<file path="src/rtl/vga_layer_mixer.sv">
// Two-stage pixel compositor: aligns sync/blank with colour, selects overlay over background, blanks to black.
// Optional overlay blinking is compiled in with `define VGA_MIX_BLINK_EN.
module vga_layer_mixer #(
    parameter int DW        = 10,
    parameter int BLINK_BIT = 4
) (
    input  logic          clk,
    input  logic          rst,
    input  logic          pix_ce,
    input  logic          in_hsync,
    input  logic          in_vsync,
    input  logic          in_blank,
    input  logic [DW-1:0] ovl_r,
    input  logic [DW-1:0] ovl_g,
    input  logic [DW-1:0] ovl_b,
    input  logic          ovl_printed,
    input  logic [DW-1:0] bg_r,
    input  logic [DW-1:0] bg_g,
    input  logic [DW-1:0] bg_b,
    output logic [DW-1:0] out_r,
    output logic [DW-1:0] out_g,
    output logic [DW-1:0] out_b,
    output logic          out_hsync,
    output logic          out_vsync,
    output logic          out_blank,
    output logic [7:0]    frame_cnt
);

    if ((BLINK_BIT < 0) || (BLINK_BIT > 7)) begin : g_bad_blink_bit
        $error("BLINK_BIT must select a bit of the 8-bit frame counter");
    end

    logic          s1_hsync_r;
    logic          s1_vsync_r;
    logic          s1_blank_r;
    logic          s1_printed_r;
    logic [DW-1:0] s1_ovl_r_r;
    logic [DW-1:0] s1_ovl_g_r;
    logic [DW-1:0] s1_ovl_b_r;
    logic [DW-1:0] s1_bg_r_r;
    logic [DW-1:0] s1_bg_g_r;
    logic [DW-1:0] s1_bg_b_r;

    logic          vsync_fall_s;
    logic          ovl_en_s;
    logic [DW-1:0] mix_r_s;
    logic [DW-1:0] mix_g_s;
    logic [DW-1:0] mix_b_s;

    // Overlay gating and vsync falling-edge detection from the current counter / stage-1 state
    always_comb begin
        vsync_fall_s = pix_ce & ~in_vsync & s1_vsync_r;
`ifdef VGA_MIX_BLINK_EN
        ovl_en_s = ~frame_cnt[BLINK_BIT];
`else
        ovl_en_s = 1'b1;
`endif
    end

    // Colour select: blanking forces black, otherwise overlay wins as a whole triple
    always_comb begin
        mix_r_s = {DW{1'b0}};
        mix_g_s = {DW{1'b0}};
        mix_b_s = {DW{1'b0}};
        if (s1_blank_r) begin
            mix_r_s = {DW{1'b0}};
            mix_g_s = {DW{1'b0}};
            mix_b_s = {DW{1'b0}};
        end else if (s1_printed_r && ovl_en_s) begin
            mix_r_s = s1_ovl_r_r;
            mix_g_s = s1_ovl_g_r;
            mix_b_s = s1_ovl_b_r;
        end else begin
            mix_r_s = s1_bg_r_r;
            mix_g_s = s1_bg_g_r;
            mix_b_s = s1_bg_b_r;
        end
    end

    // Stage 1: capture every input unchanged on a pixel strobe
    always_ff @(posedge clk) begin
        if (rst) begin
            s1_hsync_r   <= 1'b1;
            s1_vsync_r   <= 1'b1;
            s1_blank_r   <= 1'b1;
            s1_printed_r <= 1'b0;
            s1_ovl_r_r   <= {DW{1'b0}};
            s1_ovl_g_r   <= {DW{1'b0}};
            s1_ovl_b_r   <= {DW{1'b0}};
            s1_bg_r_r    <= {DW{1'b0}};
            s1_bg_g_r    <= {DW{1'b0}};
            s1_bg_b_r    <= {DW{1'b0}};
        end else if (pix_ce) begin
            s1_hsync_r   <= in_hsync;
            s1_vsync_r   <= in_vsync;
            s1_blank_r   <= in_blank;
            s1_printed_r <= ovl_printed;
            s1_ovl_r_r   <= ovl_r;
            s1_ovl_g_r   <= ovl_g;
            s1_ovl_b_r   <= ovl_b;
            s1_bg_r_r    <= bg_r;
            s1_bg_g_r    <= bg_g;
            s1_bg_b_r    <= bg_b;
        end else begin
            s1_hsync_r   <= s1_hsync_r;
            s1_vsync_r   <= s1_vsync_r;
            s1_blank_r   <= s1_blank_r;
            s1_printed_r <= s1_printed_r;
            s1_ovl_r_r   <= s1_ovl_r_r;
            s1_ovl_g_r   <= s1_ovl_g_r;
            s1_ovl_b_r   <= s1_ovl_b_r;
            s1_bg_r_r    <= s1_bg_r_r;
            s1_bg_g_r    <= s1_bg_g_r;
            s1_bg_b_r    <= s1_bg_b_r;
        end
    end

    // Stage 2: registered mixed colour with sync/blank delayed by the same amount
    always_ff @(posedge clk) begin
        if (rst) begin
            out_r     <= {DW{1'b0}};
            out_g     <= {DW{1'b0}};
            out_b     <= {DW{1'b0}};
            out_hsync <= 1'b1;
            out_vsync <= 1'b1;
            out_blank <= 1'b1;
        end else if (pix_ce) begin
            out_r     <= mix_r_s;
            out_g     <= mix_g_s;
            out_b     <= mix_b_s;
            out_hsync <= s1_hsync_r;
            out_vsync <= s1_vsync_r;
            out_blank <= s1_blank_r;
        end else begin
            out_r     <= out_r;
            out_g     <= out_g;
            out_b     <= out_b;
            out_hsync <= out_hsync;
            out_vsync <= out_vsync;
            out_blank <= out_blank;
        end
    end

    // Completed-frame counter, wraps silently at 8 bits
    always_ff @(posedge clk) begin
        if (rst) begin
            frame_cnt <= 8'd0;
        end else if (vsync_fall_s) begin
            frame_cnt <= frame_cnt + 8'd1;
        end else begin
            frame_cnt <= frame_cnt;
        end
    end

endmodule
</file>
<file path="config.mk">
export PLATFORM = sky130hd
export DESIGN_NAME = vga_layer_mixer
export DESIGN_NICKNAME = d
export VERILOG_FILES = /design/src/rtl/vga_layer_mixer.sv
export SDC_FILE = /design/constraint.sdc
export NUM_CORES = 1
export LEC_CHECK = 0
export ABC_CLOCK_PERIOD_IN_PS = 1700
export BUFFER_PORTS_ARGS = -buffer_cell sky130_fd_sc_hd__buf_2
export CORE_MARGIN = 4
export CORE_UTILIZATION = 52
export DETAILED_ROUTE_END_ITERATION = 8
export GPL_TIMING_DRIVEN = 0
export HOLD_SLACK_MARGIN = 0.08
export PLACE_DENSITY = 0.82
export SLEW_MARGIN = 20
export SYNTH_ARGS = -nofsm -noshare
export SYNTH_HDL_FRONTEND = slang
export SYNTH_SLANG_ARGS = --single-unit
</file>
<file path="constraint.sdc">
create_clock -name clk -period 1.7 [get_ports clk]
set_input_delay 0.17 -clock clk [delete_from_list [all_inputs] [get_ports clk]]
set_output_delay 0.17 -clock clk [all_outputs]
set_load 0.005 [all_outputs]
</file>
# Word-level counts from Yosys, hierarchy flattened
# Index checks and enable logic that the tools add are counted.
[word_totals]
reg_bits = 105
output_inout_bits = 41
word_cells = 27
[classes]
add_sub_neg = 1
n_mux = 6
n_bitwise = 3
[ops]
columns = ["cell", "n"]
rows = [
  ["$mux W10", 6],
  ["$add A8 B1 Y8 const B", 1],
  ["$and A1 B1 Y1", 2],
  ["$not A1 Y1", 1],
]

# Longest topological paths before layout
# Gate-level depths: netlist of the first run.
[depth]
depth_word = 3
ltp_mapped = 5
ltp_nobuf = 4

# Worst setup path before layout of the first run
# No wires, ideal clock.
[synth_timing]
path_kind = "reg-to-reg"
from = "register frame_cnt[0]"
to = "register frame_cnt[6]"
setup_time_ps = 70
arrival_time_ps = 1213
path_slack_ps = 416
stages_incl_launch_ff = 5
cell_sequence = "dfxtp_1 > ha_1 > nand2_1 > or4_1 > a21oi_1"
[synth_between]
elab_chain_len = 1
[synth_rtl]
columns = ["element", "line", "rtl"]
rows = [
  ["start: declaration", "26", "output logic [7:0] frame_cnt"],
  ["start signal: assignment", "149", "frame_cnt <= frame_cnt + 8'd1;"],
  ["start signal: assignment", "151", "frame_cnt <= frame_cnt;"],
  ["$add A8 B1 Y8", "149", ""],
]
# Every way passes these cells.
# A chain may end at the register's enable or synchronous reset.

# Worst setup path after layout of the first run
[layout_timing]
from = "input in_vsync"
to = "register frame_cnt[6]"
[layout_between]
elab_chain_len = 3
[layout_rtl]
columns = ["element", "line", "rtl"]
rows = [
  ["start: declaration", "11", "input logic in_vsync,"],
  ["$not A1 Y1", "52", "vsync_fall_s = pix_ce & ~in_vsync & s1_vsync_r;"],
  ["$and A1 B1 Y1 (2 in a row)", "52", ""],
]
# Every way passes these cells.

==> results of run 1 <==
## where the power goes
| part | internal, µW | total [µW] | switching, µW |
|---|---|---|---|
| clock network | 815 | 1670 | 850 |
| registers | 2570 | 2620 | 56.8 |
| logic | 326 | 603 | 277 |
| total | 3710 | 4890 | 1180 |
## how the worst max path moves through the flow
stage | from | endpoint | slack [ns]
5_1_grt | in_vsync | frame_cnt[6] | 0.15
6_report | in_vsync | frame_cnt[6] | 0.20
3_5_place_dp | rst | s1_ovl_b_r[2] | 0.19
3_3_place_gp | rst | s1_ovl_g_r[0] | 0.23
4_1_cts | in_vsync | frame_cnt[6] | 0.22
2_1_floorplan | frame_cnt[0] | frame_cnt[6] | 0.42
## critical path, stage by stage
cell and delay (ns):
dlygate4sd3_1 0.55, buf_2 0.14, nand3b_1 0.19, buf_2 0.21, or4_1 0.40, a21oi_1 0.15
## stage by stage
| stage | util (%) | std cells | total power [µW] |
|---|---|---|---|
| 3_5_place_dp | 62.1 | 628 | 3170 |
| 3_3_place_gp | 62.1 | 628 | 3150 |
| 4_1_cts | 72.3 | 701 | 4900 |
| 6_report | 72.5 | 702 | 4890 |
| 5_1_grt | 72.5 | 702 | 5100 |
| 2_1_floorplan | - | 420 | 2980 |
## kinds of logic after synthesis
logic type,Yosys count,synth area share [%]
XOR/XNOR,2,0.423
AND/OR/NAND/NOR,144,16.0
flip-flops,105,50.8
adder cells (fa/ha/maj),1,0.302
AO/OA/AOI/OAI,46,6.26
multiplexers,92,23.1
buffers and inverters,30,3.11
## registers in the layout, indices dropped and copies added (netlist names), 8 cells and up
register,flops
s1_bg_g_r,10
frame_cnt,8
out_g,10
s1_ovl_b_r,10
out_b,10
s1_ovl_g_r,10
s1_ovl_r_r,10
s1_bg_r_r,10
s1_bg_b_r,10
out_r,10
## placed cells by master, fill, tap and decap left out, types with 3 or more instances in the layout
cell,instances
a21oi_1,35
buf_2,119
dlygate4sd3_1,58
nand3_1,3
clkbuf_1,17
nor2b_1,36
or4_1,3
a211o_1,5
nor2_1,95
mux2i_1,62
dfxtp_1,105
mux2_2,30
clkbuf_8,12
o31ai_1,3
## Yosys cell counts
cell	number	share of area, %
dfxtp_1	105	51
nor2_1	95	8.6
mux2i_1	62	15
nor2b_1	36	5.4
a21oi_1	35	4.2
mux2_2	30	8.2
clkbuf_1	17	1.5
buf_2	13	1.6
a211o_1	5	1.1
nand3_1	3	0.36
o31ai_1	3	0.54
or4_1	3	0.54
nand2_1	2	0.18
o21ai_0	2	0.24
or3_1	2	0.30
xor2_1	2	0.42
ha_1	1	0.30
nand3b_1	1	0.18
nand4_1	1	0.15
nand4b_1	1	0.21
o21bai_1	1	0.18
## repair_timing
| item | in CTS | in global routing |
|---|---|---|
| endpoints found under the setup margin | 0 | 0 |
| hold buffers | 57 | 1 |
| hold endpoints to repair | 57 | 1 |
| resized for setup | 0 | 0 |
## layout make-up
class | instances | area, µm²
Fill cell | 554 | 2130
Sequential cell | 105 | 2100
Multi-Input combinational cell | 285 | 1910
Timing Repair Buffer | 164 | 1110
Clock buffer | 12 | 165
Buffer | 30 | 129
Tap cell | 102 | 128
Clock inverter | 4 | 56.3
## metal layers
layer  GRT usage, %  wire length, µm
met1           30.0             4830
met2           40.6             5400
met3           3.88              489
met4           9.69              252
met5              0                0
==> flow_results.org, run 1 <==
** Run status
- The flow ran to the end, and the final reports show no timing, DRC or antenna violations.

** Route
- DRT Wirelength :: 11000 µm
- In the final routed layout, each cell accounts on average for between 15 and 20 µm.
- Detailed routing inserted a total of 3531 vias.
- Number of DRC markers in iteration 0 :: between 100 and 150
- Detailed Routing Iterations Pass 1 :: 4
- In the routed layout, each cell is associated on average with a via count of 5.03.
- The count of nets left with antenna violations once routing finished came out at 0.
- DRC viols :: 0

** Clock tree
- TritonCTS clock tree :: yes
- Max Root-Sink Buffers :: 2
- Clk Tree Root Cell :: clkbuf_8
- Reg clk slew, reported paths :: around 0.10 ns
- After clock tree synthesis, the setup repair step added 0 buffers.
- Clock latency at the later pin of the worst-skew pair :: about 0.37 ns
- TritonCTS created 9 clock buffers.
- In this run the number of H-tree levels came out at 3.
- The clock net in this run drives a total of roughly 110 sinks.

** Logic synthesis
- The number of different library cells used by synthesis comes to 21.
- For this run, the number of Yosys warnings is 0.
- Syn Nets :: 488
- Syn avg cell area :: approximately 9.9 µm²
- Sequential-to-total area share from yosys stat :: 50.8%
- Mapped Area :: 4140 µm²
- Syn Inst Count :: 420
- FF+latch count, synth :: 105

** Timing
- FMAX :: roughly 670 MHz
- Final-report setup violation count :: 0
- The worst path meets setup with 0.200 ns of slack.
- Max_slew headroom :: 61.8%
- Count of final hold-check violations :: 0
- Setup repair after global routing left no endpoint under its margin.
- Final Slew Violations :: 0
- Counting I/O delays and the setup requirement, the final critical path takes 1.50 ns.
- Setup total negative slack on the finished layout was measured at 0 ns.
- On the final layout, the worst hold slack is 0.0750 ns.
- Dividing the final minimum period by the clock period gives 88.2%.
- Slew of the pin with the lowest slew margin :: around 0.57 ns
- The clock arrives with about 0.013 ns of skew.

** Die
- Measured along the y axis, the die boundary spans 97.2 µm.
- Number of I/O pins :: 108
- Area of the core region :: 7730 µm²
- Die Footprint :: 9450 µm²
- Number of placement rows :: 32
- The die is 97.2 µm wide.
- Effective utilization at floorplan :: 53.6%

** Critical path
- STA puts the critical path data arrival time at 1.81 ns.
- Worst setup EP type :: flop
- The number of cells on the worst reg-to-reg path is 4.
- Reg2reg end :: out_b[6]
- Critical path startpoint category :: input port
- Register-to-Register Setup Slack :: 0.29 ns
- In this run the critical register-to-register path is launched from s1_printed_r.
- Worst Path Max Fanout :: 10
- Data required time at the worst endpoint :: 2.01 ns
- Type of the worst setup path :: input port to flop

** Hold path
- In this run the worst hold path is classified as input port to flop.
- Counting instances, the worst hold path has a depth of 3.
- Worst Min Path Start :: ovl_b[6]
- Hold endpoint :: s1_ovl_b_r[6]

** Global routing
- The first global-routing pass estimated 18200 µm of wire.
- GRT Residual Overflow :: 0
- Entering global routing, the biggest net connects 18 pins.
- Global-route usage over all layers :: 23.8%
- The number of global-route vias before repair came to 3690.
- The initial antenna violation count came to 0.

** Layout
- Compared with the post-synthesis result, the final layout area differs by 35.3%.
- Final net count :: 663
- Diodes inserted :: 0
- Cell area after layout :: 5600 µm²
- Share of post-route cells with drive strength above 1 :: 27.5%

** Place
- Routability-driven placement finished with a final weighted congestion of between 0.7 and 0.8.
- # port buffers :: 106
- HPWL after DPL :: 7220 µm
- Setup Slack @ Placement :: roughly 0.19 ns
- Placed inst area :: 4800 µm²

** Power
- Static Leak :: 0.00261 µW
- In this run the power density over the cells is 873 nW/µm².
- IR analysis of the VDD net gives a maximum drop of 471 µV.

** Flow run
- Max-cap violations in this run came to 0.
(Power assumes the default switching activity.)
==> inputs of run 2 (changes only) <==
- CORE_UTILIZATION: 52 -> 42
- GPL_TIMING_DRIVEN: 0 -> 1
- PLACE_DENSITY: 0.82 -> 0.69
==> flow_results.org, run 2 (synthesis gave the netlist of run 1 again) <==
** Power
- Static Leak :: around 0.0026 µW
- Internal power comes to ~3600 µW.
- Total power per unit cell area :: 852 nW/µm²
- IR analysis of the VDD net gives a maximum drop of ~400 µV.
- Combinational cells account for 12.3% of the total power.
- Summed over all nets, the switching power comes to 1170 µW.
- Summing internal, switching and leakage power gives 4820 µW.
- Share of total power in sequential cells :: ~54%
- Switching portion of total power :: between 20% and 30%
- Clock group share of total power :: 33.3%

** Layout
- Footprint of the flip-flops and latches :: 2100 µm²
- Diodes inserted :: 0
- The area growth from synthesis to layout is 36.5%.
- Share of post-route cells with drive strength above 1 :: ~28%
- Area of the multi-input gates :: around 1900 µm²
- Leaving out fill and tap cells, the most frequent cells in the layout are dfxtp_1 (105), buf_2 (105), nor2_1 (95), dlygate4sd3_1 (63), mux2i_1 (62).
- Final net count :: 648
- Final Util :: 60.0%
- Number of cells in the finished layout apart from fillers :: roughly 710
- Filler cells :: 784

** Die
- Number of I/O pins :: between 100 and 150
- Die width :: between 100 and 150 µm
- Area of the core region :: 9420 µm²
- Overall die height :: 107 µm
- The die covers 11500 µm².
- Row generation in the floorplan step produced 35 rows.
- Effective utilization at floorplan :: a little over two fifths

** Timing
- Count of final hold-check violations :: 0
- Worst clock skew :: 0.0120 ns
- Final worst path period share :: about 90%
- Setup repair after global routing missed its margin :: false
- Max_slew headroom :: 57.7%
- Final-report setup violation count :: 0
- Final Slew Violations :: 0
- FMAX :: 654 MHz
- Slew of the pin with the lowest slew margin :: roughly 0.63 ns
- Setup total negative slack on the finished layout was measured at 0 ns.
- The worst path in the final design needs a cycle of 1.53 ns, including I/O delays and setup.

** Global routing
- Via count of the first global-routing pass :: around 3400
- Global-route usage over all layers :: 17.2%
- The initial antenna violation count was 0.
- After global routing the overflow that remains totals 0.
- Maximum number of pins on one net before global-route repair :: 104
- First-pass GRT wire length :: approximately 16000 µm

** Flow run
- Max Cap Violations :: 0

** Route
- The routed layout has 3399 vias.
- Count of antenna-violating nets left after detailed routing :: 0
- The first detailed-routing pass took 4 iterations.
- The routed design has 9680 µm of wire.
- DRC viols :: 0
- Number of DRC markers in iteration 0 :: 102
- Average wire per standard cell :: 13.6 µm
- Vias/cell :: roughly 4.8

** Clock tree
- TritonCTS clock tree :: yes
- Clock latency at the later pin of the worst-skew pair :: 0.36 ns
- Reg clk slew, reported paths :: 0.11 ns
- Max Root-Sink Buffers :: 2
- Clock buffers created by TritonCTS :: 9
- CTS built an H-tree with a depth of 3.
- Counting every sink on the clock net gives approximately 110.
- The number of gates resized after CTS was 0.
- Clk Tree Root Cell :: clkbuf_8

** Place
- At the end of routability-driven placement, the weighted congestion stood at 0.696.
- # port buffers :: roughly 110
- Total instance count after detailed placement :: 632
- Detailed placement finished with a half-perimeter wire length of slightly below 6000 µm.

** Critical path
- Worst stage delay on the critical path :: 0.53 ns
- The critical path goes through dlygate4sd3_1 > buf_2 > nand3b_1 > buf_4 > or3_1 > a21oi_1.
- Of all nets on the critical path, the largest fanout is 8.
- STA classifies the critical path startpoint as an input port.
- Reg2Reg Launch Point :: frame_cnt[0]
- The largest individual stage delay along the critical path comes from the cell dlygate4sd3_1.
- The worst register-to-register path ends at frame_cnt[6].
- Logic depth of the worst register-to-register path :: 4
- The critical path in this run is classified as input port to flop.
- Critical Path End :: frame_cnt[3]
- Worst Path Arrival :: 1.83 ns
- The worst register-to-register path has a setup slack of 0.31 ns.
- The most critical setup path has its startpoint at in_vsync.
- The worst setup path is captured at a flop.
- Data required time at the worst endpoint :: 2.00 ns

** Run status
- The flow ran to the end, and the final reports show no timing, DRC or antenna violations.

** Hold path
- Hold crit path type :: input port to flop
==> run 2: through the flow <==
step	hold slack (ns)	setup slack, ns	cell area (µm²)
CTS	0.0813	0.0554	5630
detailed placement	0.381	0.209	4790
floorplan	0.292	0.416	4140
global placement	0.376	0.262	4790
global route	0.103	0.0932	5650
finish	0.104	0.172	5650
==> run 2: metal layers <==
metal	global-route usage (%)	part of all wire [%]
met3	3.18	5.1
met2	28.4	48
met4	6.03	1.6
met1	22.6	46
met5	0	0
==> run 2: power by group through the flow <==
| stage | Combinational, µW | Sequential [µW] | Clock, µW |
|---|---|---|---|
| after floorplan | 317 | 2660 | 0 |
| after global placement | 467 | 2670 | 0 |
| after detailed placement | 475 | 2670 | 0 |
| after CTS | 588 | 2620 | 1670 |
| after global routing | 657 | 2630 | 1760 |
| final | 594 | 2620 | 1600 |
==> run 2: critical path, delay by kind of cell <==
family	cells	cell delay, ns
buffers and inverters	3	0.89
AND/OR/NAND/NOR	2	0.62
AO/OA/AOI/OAI	1	0.14
==> run 2: what timing repair did <==
item	4_1_cts	5_1_grt
endpoints found under the hold margin	63	0
hold buffers	63	0
setup buffers	0	3
setup endpoints to repair	0	2
==> run 2: area by class of cell <==
| class | instances | area share, % |
|---|---|---|
| Clock buffer | 10 | 2.44 |
| Sequential cell | 105 | 37.2 |
| Multi-Input combinational cell | 285 | 33.8 |
| Clock inverter | 6 | 1.31 |
| Timing Repair Buffer | 179 | 22.4 |
| Tap cell | 129 | 2.86 |
==> run 2: how the worst min path moves through the flow <==
stage / startpoint / end / slack (ns) / depth (start not counted)
final: ovl_b[4] / s1_ovl_b_r[4] / 0.10 / 3
after global routing: ovl_b[4] / s1_ovl_b_r[4] / 0.10 / 3
after CTS: ovl_b[4] / s1_ovl_b_r[4] / 0.08 / 3
after detailed placement: in_hsync / s1_hsync_r / 0.38 / 2
after global placement: in_hsync / s1_hsync_r / 0.38 / 2
after floorplan: in_blank / s1_blank_r / 0.29 / 1
